<file path="src/rtl/prog_loader_if.sv">
// ============================================================================
// prog_loader_if - nibble stream in / memory write port out for prog_loader.
// Rev 1.0
// ============================================================================
`default_nettype none

interface prog_loader_if #(
   parameter int ADDR_W = 12
);
   logic              nib_valid;
   logic [3:0]        nib;
   logic              nib_ready;
   logic              mem_we;
   logic [ADDR_W-1:0] mem_addr;
   logic [7:0]        mem_wdata;

   modport master (
      output nib_valid, nib,
      input  nib_ready, mem_we, mem_addr, mem_wdata
   );

   modport slave (
      input  nib_valid, nib,
      output nib_ready, mem_we, mem_addr, mem_wdata
   );
endinterface

`default_nettype wire

</file>
<file path="src/rtl/prog_loader.sv">
// ============================================================================
// prog_loader - assembles hi/lo nibble pairs into bytes written to sequential
// program-memory addresses. Optional checksum: PROG_LOADER_CSUM_EN.  Rev 1.0
// ============================================================================
`default_nettype none

module prog_loader #(
   parameter int ADDR_W = 12,
   parameter int LEN_W  = 13
) (
   input  logic              Clk,
   input  logic              reset,
   input  logic              start,
   input  logic [ADDR_W-1:0] base,
   input  logic [LEN_W-1:0]  len,
   input  logic              abort,
   prog_loader_if.slave      bus,
   output logic              busy,
   output logic              done,
   output logic [LEN_W-1:0]  count,
   output logic [7:0]        csum
);

   typedef enum logic [2:0] {
      IDLE  = 3'd0,
      HIGH  = 3'd1,
      LOW   = 3'd2,
      WRITE = 3'd3,
      DONE  = 3'd4
   } state_t;

   state_t            state;
   logic [ADDR_W-1:0] addr;
   logic [LEN_W-1:0]  rem;
   logic [3:0]        hi;
   logic              ready_q;
   logic              we_q;
   logic [ADDR_W-1:0] mem_addr_q;
   logic [7:0]        wdata_q;

   // abort must win the same cycle it is seen, so it masks the registered strobes
   assign bus.nib_ready = ready_q & ~abort;
   assign bus.mem_we    = we_q & ~abort;
   assign bus.mem_addr  = mem_addr_q;
   assign bus.mem_wdata = wdata_q;

   always_ff @(posedge Clk or posedge reset) begin
      if (reset) begin
         state      <= IDLE;
         addr       <= '0;
         rem        <= '0;
         hi         <= '0;
         ready_q    <= 1'b0;
         we_q       <= 1'b0;
         mem_addr_q <= '0;
         wdata_q    <= '0;
         busy       <= 1'b0;
         done       <= 1'b0;
         count      <= '0;
      end else begin
         case (state)
            IDLE: begin
               if (start) begin
                  addr  <= base;
                  rem   <= len;
                  count <= '0;
                  busy  <= 1'b1;
                  if (len == '0) begin
                     state <= DONE;
                     done  <= 1'b1;
                  end else begin
                     state   <= HIGH;
                     ready_q <= 1'b1;
                  end
               end
            end
            HIGH: begin
               if (abort) begin
                  state   <= IDLE;
                  ready_q <= 1'b0;
                  busy    <= 1'b0;
               end else if (bus.nib_valid) begin
                  hi    <= bus.nib;
                  state <= LOW;
               end
            end
            LOW: begin
               if (abort) begin
                  state   <= IDLE;
                  ready_q <= 1'b0;
                  busy    <= 1'b0;
               end else if (bus.nib_valid) begin
                  wdata_q    <= {hi, bus.nib};
                  mem_addr_q <= addr;
                  we_q       <= 1'b1;
                  ready_q    <= 1'b0;
                  state      <= WRITE;
               end
            end
            WRITE: begin
               we_q <= 1'b0;
               if (abort) begin
                  state <= IDLE;
                  busy  <= 1'b0;
               end else begin
                  addr  <= addr + ADDR_W'(1);
                  rem   <= rem - LEN_W'(1);
                  count <= count + LEN_W'(1);
                  if (rem == LEN_W'(1)) begin
                     state <= DONE;
                     done  <= 1'b1;
                  end else begin
                     state   <= HIGH;
                     ready_q <= 1'b1;
                  end
               end
            end
            DONE: begin
               state <= IDLE;
               done  <= 1'b0;
               busy  <= 1'b0;
            end
            default: begin
               state   <= IDLE;
               ready_q <= 1'b0;
               we_q    <= 1'b0;
               busy    <= 1'b0;
               done    <= 1'b0;
            end
         endcase
      end
   end

`ifdef PROG_LOADER_CSUM_EN
   logic [7:0] csum_q;

   always_ff @(posedge Clk or posedge reset) begin
      if (reset) begin
         csum_q <= '0;
      end else if (state == IDLE && start) begin
         csum_q <= '0;
      end else if (state == WRITE && !abort) begin
         csum_q <= csum_q + wdata_q;
      end
   end

   assign csum = csum_q;
`else
   assign csum = 8'h00;
`endif

endmodule

`default_nettype wire

</file>
<file path="src/flat_wrapper.sv">
// flat-port wrapper written by rule: the top's interface ports become plain ports
module prog_loader_flat 
#(
   parameter int ADDR_W = 12,
   parameter int LEN_W  = 13
)
  (Clk, reset, start, base, len, abort, busy, done, count, csum, bus_nib_valid, bus_nib, bus_nib_ready, bus_mem_we, bus_mem_addr, bus_mem_wdata);
  prog_loader_if #(.ADDR_W(ADDR_W)) bus_i ();
  input  logic Clk;
  input  logic reset;
  input  logic start;
  input  logic [ADDR_W-1:0] base;
  input  logic [LEN_W-1:0] len;
  input  logic abort;
  output logic busy;
  output logic done;
  output logic [LEN_W-1:0] count;
  output logic [7:0] csum;
  input wire logic [$bits(bus_i.nib_valid)-1:0] bus_nib_valid;
  input wire logic [$bits(bus_i.nib)-1:0] bus_nib;
  output wire logic [$bits(bus_i.nib_ready)-1:0] bus_nib_ready;
  output wire logic [$bits(bus_i.mem_we)-1:0] bus_mem_we;
  output wire logic [$bits(bus_i.mem_addr)-1:0] bus_mem_addr;
  output wire logic [$bits(bus_i.mem_wdata)-1:0] bus_mem_wdata;
  assign bus_i.nib_valid = bus_nib_valid;
  assign bus_i.nib = bus_nib;
  assign bus_nib_ready = bus_i.nib_ready;
  assign bus_mem_we = bus_i.mem_we;
  assign bus_mem_addr = bus_i.mem_addr;
  assign bus_mem_wdata = bus_i.mem_wdata;
  prog_loader #(.ADDR_W(ADDR_W), .LEN_W(LEN_W)) u_core (.Clk(Clk), .reset(reset), .start(start), .base(base), .len(len), .abort(abort), .bus(bus_i), .busy(busy), .done(done), .count(count), .csum(csum));
endmodule
</file>
<file path="config.mk">
export PLATFORM = sky130hd
export DESIGN_NAME = prog_loader_flat
export DESIGN_NICKNAME = d
export VERILOG_FILES = /design/src/rtl/prog_loader_if.sv /design/src/rtl/prog_loader.sv /design/src/flat_wrapper.sv
export SDC_FILE = /design/constraint.sdc
export NUM_CORES = 1
export LEC_CHECK = 0
export CORE_AREA = 2 2 89 91
export DETAILED_ROUTE_END_ITERATION = 12
export DIE_AREA = 0 0 91 93
export GPL_TIMING_DRIVEN = 0
export PLACE_DENSITY = 0.81
export SETUP_SLACK_MARGIN = 0.5
export SYNTH_ARGS = -nofsm -noshare
export SYNTH_HDL_FRONTEND = slang
export SYNTH_SLANG_ARGS = --single-unit
</file>
<file path="constraint.sdc">
create_clock -name Clk -period 2.8 [get_ports Clk]
set_input_delay 0.28 -clock Clk [delete_from_list [all_inputs] [get_ports Clk]]
set_output_delay 0.28 -clock Clk [all_outputs]
set_load 0.03 [all_outputs]
</file>
After elaboration in Yosys (flattened, before gate mapping)
Cells that the tools add are included.
{"block": "classes", "eq_ne": 17, "n_reduce_logical": 14, "addsub": 3, "muxes": 36, "bitwise": 6}
{"operator": "$mux 13", "count": 4}
{"operator": "$pmux 13 s2", "count": 2}
{"operator": "$mux 12", "count": 2}
{"operator": "$mux 3", "count": 8}
{"operator": "$pmux 12 s2", "count": 1}
{"operator": "$reduce_and 3->1", "count": 5}
{"operator": "$mux 1", "count": 14}
{"operator": "$ne 2x2->1 const B", "count": 7}
{"operator": "$add 13x1->13 const B", "count": 1}
{"operator": "$eq 13x1->1 const B", "count": 1}
{"operator": "$logic_not 13->1", "count": 1}
{"operator": "$sub 13x1->13 const B", "count": 1}
{"operator": "$add 12x1->12 const B", "count": 1}
{"operator": "$pmux 3 s4", "count": 1}
{"operator": "$reduce_and 7->1", "count": 1}
{"operator": "$eq 3x2->1 const B", "count": 2}
{"operator": "$ne 2x1->1 const B", "count": 3}
{"operator": "$ne 3x3->1 const B", "count": 2}
{"operator": "$reduce_or 3->1", "count": 2}
{"operator": "$pmux 1 s5", "count": 1}
{"operator": "$reduce_and 5->1", "count": 1}
{"operator": "$not 1->1", "count": 4}
{"operator": "$pmux 1 s2", "count": 2}
{"operator": "$eq 3x1->1 const B", "count": 1}
{"operator": "7 further kinds", "count": 8}
{"block": "word_totals", "word_cells": 87, "reg_bits": 69, "out_inout_bits": 45}

Logic depth before layout (Yosys ltp)
{"block": "logic_depth", "depth_word": 4, "mapped_depth": 7, "mapped_depth_nobuf": 6}

Least setup slack after synthesis
Ideal clock, no wire load.
{"block": "synth_timing", "path_kind": "register -> register", "start": "register u_core.state[1]", "end": "register u_core.count[10]", "path_stages_with_launch": 6, "setup_time_ps": 78, "arrival_ps": 1807, "required_time_ps": 2722, "slack_ps": 915, "period_less_slack_ps": 1885, "cell_sequence": "dfrtp_1 > or3b_1 > buf_2 > a2111o_1 > or3_1 > a21oi_1"}
{"block": "synth_via", "elab_chain_len": 3, "elab_cells_between_ends": 7}
{"element": "start, declared", "line_no": "prog_loader.sv:32", "text": "state_t state;"}
{"element": "start signal, assigned", "line_no": "prog_loader.sv:49", "text": "state <= IDLE;"}
{"element": "start signal, assigned", "line_no": "prog_loader.sv:69", "text": "state <= DONE;"}
{"element": "start signal, assigned", "line_no": "prog_loader.sv:72", "text": "state <= HIGH;"}
{"element": "$eq 3x2->1 or $logic_not 3->1 (tied branches)", "line_no": "prog_loader.sv:61", "text": "case (state)"}
{"element": "$ne 2x2->1 (no line) or $reduce_bool 2->1 (tied branches)"}
{"element": "$reduce_and 3->1 (no line)"}
{"element": "end signal, assigned", "line_no": "prog_loader.sv:108", "text": "count <= count + LEN_W'(1);"}
{"element": "end, declared", "line_no": "prog_loader.sv:20", "text": "output logic [LEN_W-1:0] count,"}
Several ways; a longest one is shown, not always the timed one.
A chain may end at the register's enable or synchronous reset.

Worst setup path after layout
{"block": "layout_timing", "start": "input port abort", "end": "output port bus_mem_we"}
{"block": "layout_via", "elab_chain_len": 2}
{"element": "start, declared", "line_no": "flat_wrapper.sv:14", "text": "input logic abort;"}
{"element": "$not 1->1 (no line)"}
{"element": "$and 1x1->1", "line_no": "prog_loader.sv:43", "text": "assign bus.mem_we = we_q & ~abort;"}
{"element": "end, declared", "line_no": "flat_wrapper.sv:22", "text": "output wire logic [$bits(bus_i.mem_we)-1:0] bus_mem_we;"}
Every way passes these cells.

==> impl_results.md <==
- Worst-path clk slew: 0.08 ns
- Initial antenna violation count: 0
- Layout fillers: ~660
- ANT cells: 0
- TritonCTS clock tree: built
- Peak VDD IR: 0.480 mV
- Dpl cells: between 500 and 600
- Placed wire-length estimate: about 6500 um
- Layout cells sized above 1: 12.5%
- Slowest-stage cell, CP: clkdlybuf4s50_1
- Setup WS post-layout: 0.621 ns
- Hold Vio Cnt, Final: 0
- Main synth FF type: dfrtp_1
- Starting DRT DRC Count: 229
- Sequential element share of the synthesized area: between 40% and 50%
- Unrepaired setup endpoints after global routing: false
- Period minus WS final: around 2.2 ns
- Status: complete, no violations
- F_max: 459 MHz
- Post-route DRC: 0
- Via Count: 3367
- Die Width: roughly 91 um
- Total grt overflow: 0
- Wire per inst: 16.3 um
- Netlist cell types: between 50 and 60
- Sink Count: 69
- Clk buf depth: 2
- Post-layout util: a little over three fifths
- Final GP Congestion: 0.902
- Largest net degree at the start of global routing: 70
- Synth Instances: ~380
- DRT antenna net count: 0
- Die height: between 90 and 100 um
- Critical Path AT: 1.90 ns
- Initial Util: 48.4%
- Number of cell rows: 32
- Worst-Skew Late Latency: between 0.3 and 0.4 ns
- Crit path largest cell delay: 0.61 ns
- Seq cells post-synth: 69
- Startpoint Class: input pin
- Post-synth EDFFs: 0
- Number of buffers added on ports: 70
- Ports: 79
- TritonRoute pass-1 iters: 5
- Post-route clock skew: 0.00987 ns
- Power Dens Cells: 942 nW/um2
- Worst-path cell chain: clkdlybuf4s50_1 -> clkbuf_1 -> nor2b_1 -> clkdlybuf4s50_1
- Pre-CTS setup slack: roughly 0.18 ns
- Setup CP Type: input pin to output pin
- Worst Max-Slew Pin Slew: between 0.8 and 0.9 ns
- Core region area: 7530 um2
- First-pass GRT wire length: 15400 um
- Crit. End Element: output pin
- Root Driver: clkbuf_8
- Syn avg cell area: 9.63 um2
- Gr usage total: 22.7%
- Total routed wirelength: 9380 um
- Fin. max-slew vios: 0
- Yosys warns: 0
- Rel. slew slack: 43.5%
- Post-route non-filler standard cell count: about 580
- Max_cap viols: 0
- CP max FO: 10
- Worst EP required: 2.52 ns
- Num CTS Buffers: 9
- Most used cell, CP: clkdlybuf4s50_1
- Final setup vio count: 0
- Tcrit/Tclk final: around 78%
- Vias in the first global route: 3179
- # nets final: 506
- Layout area overhead: 30.2%
- Ys async rst share: 100%
- Total die area: approximately 8500 um2
- Multi-input combinational cell area: ~1800 um2
- Leakage power: approximately 2.0 nW
- Register area: 1730 um2
- Buf/Inv on CP: 3
- Hold slack: ~0.46 ns
- Syn Std Cell Area: 3640 um2
- Hold crit path type: input pin to async pin
- H-tree Lvls: 3
- CP top delay family: buffers and inverters
- Vias/cell: 5.86
[synth_stat cells (7+ instances only)]
master,number,area (um2)
dfrtp_1,69,1730
a21oi_1,30,150
nor2_1,29,109
o21ai_0,29,145
mux2_2,25,282
nand2_1,23,86.3
clkbuf_1,21,78.8
nand3_1,18,90.1
a2bb2oi_1,10,87.6
inv_1,9,33.8
o22ai_1,9,56.3
buf_4,8,60.1
nand4_1,8,50.1
nor2b_1,8,50.1
nor3_1,8,40.0
nand2b_1,7,43.8
[layout make-up]
cell class	count	share of cell area, %
tap	102	2.69
buffer	31	3.22
timing repair buffer	72	15.1
multi-input combinational	276	37.2
inverter	9	0.765
clock inverter	6	1.98
sequential	69	36.4
clock buffer	10	2.69
[per-layer routing]
| metal | vias to the layer above | track usage (%) | share of wire, % |
|---|---|---|---|
| li1 | 1551 | - | - |
| met1 | 1638 | 30.7 | 42 |
| met4 | 0 | 9.85 | 1.8 |
| met2 | 159 | 36.8 | 49 |
| met5 | - | 0 | 0 |
| met3 | 19 | 3.22 | 7.2 |
[kinds of logic (layout without fill, tap and decap cells)]
family	Yosys count	count (layout)	share of synthesized area (%)
flops	69	69	47.4
mux	27	27	8.28
xor+xnor	5	5	1.20
buf+inv	40	128	5.02
simple gates	127	127	18.1
fa+ha+maj	4	4	1.37
other cells	1	8	0.103
compound gates	105	105	18.5
[layout by cell type (no fill, tap or decap), drive strengths merged, types with 3 or more instances in the layout]
cell | Yosys | routed
nand3 | 18 | 18
a21oi | 30 | 30
nand2 | 23 | 23
clkbuf | 21 | 31
a211oi | 3 | 3
buf | 10 | 12
clkdlybuf4s50 | 0 | 70
nor2b | 8 | 8
or3 | 4 | 4
mux2 | 25 | 25
nand4 | 8 | 8
inv | 9 | 11
a31oi | 5 | 5
a2bb2oi | 10 | 10
nor3 | 9 | 9
conb | 1 | 8
and3 | 6 | 6
xnor2 | 4 | 4
o22ai | 9 | 9
nand2b | 7 | 7
ha | 4 | 4
nor2 | 29 | 29
o21ai | 29 | 29
nor4 | 5 | 5
dfrtp | 69 | 69
[power breakdown]
group	leakage [nW]	switching, W	internal [W]
registers	0.855	0.000335	0.00137
clock network	0.107	0.000411	0.000509
logic	0.996	0.00105	0.000794
[flip-flops by register name, summed over array words and instances (netlist names), 3 cells and up]
name                  flops
u_core.state              3
u_core.bus.mem_addr      12
u_core.bus.mem_wdata      8
u_core.hi                 4
u_core.rem               13
u_core.count             13
u_core.addr              12
[timing repair]
action / in CTS / in global routing
setup buffers: 0 / 2
endpoints found under the setup margin: 0 / 31
gates resized for setup: 0 / 7
hold buffers: 0 / 0
[per-stage QoR]
stage          setup TNS, ns  power (W)  area, um2
2_1_floorplan              0    0.00285       3670
3_3_place_gp          -26.84    0.00344       4500
3_5_place_dp               0    0.00353       4500
4_1_cts                    0    0.00444       4720
5_1_grt                    0    0.00472       4740
6_report                   0    0.00447       4740
[worst paths after layout]
path                       slack, ns                                from  cells after the start                                  to
setup / recovery                0.62                               abort                      4                          bus_mem_we
hold / removal                  0.46                               reset                      2            u_core.hi[2]$_DFFE_PP0P_
setup reg to reg                0.65         u_core.state[1]$_DFFE_PP0P_                      5          u_core.addr[5]$_DFFE_PP0P_
hold reg to reg                 0.49  u_core.bus.mem_addr[2]$_DFFE_PP0P_                      2  u_core.bus.mem_addr[2]$_DFFE_PP0P_
max in group asynchronous       1.79                               reset                      2         u_core.count[2]$_DFFE_PP0P_
min in group Clk                0.49  u_core.bus.mem_addr[2]$_DFFE_PP0P_                      2  u_core.bus.mem_addr[2]$_DFFE_PP0P_
Note: power is estimated with default switching activity, not from simulation.
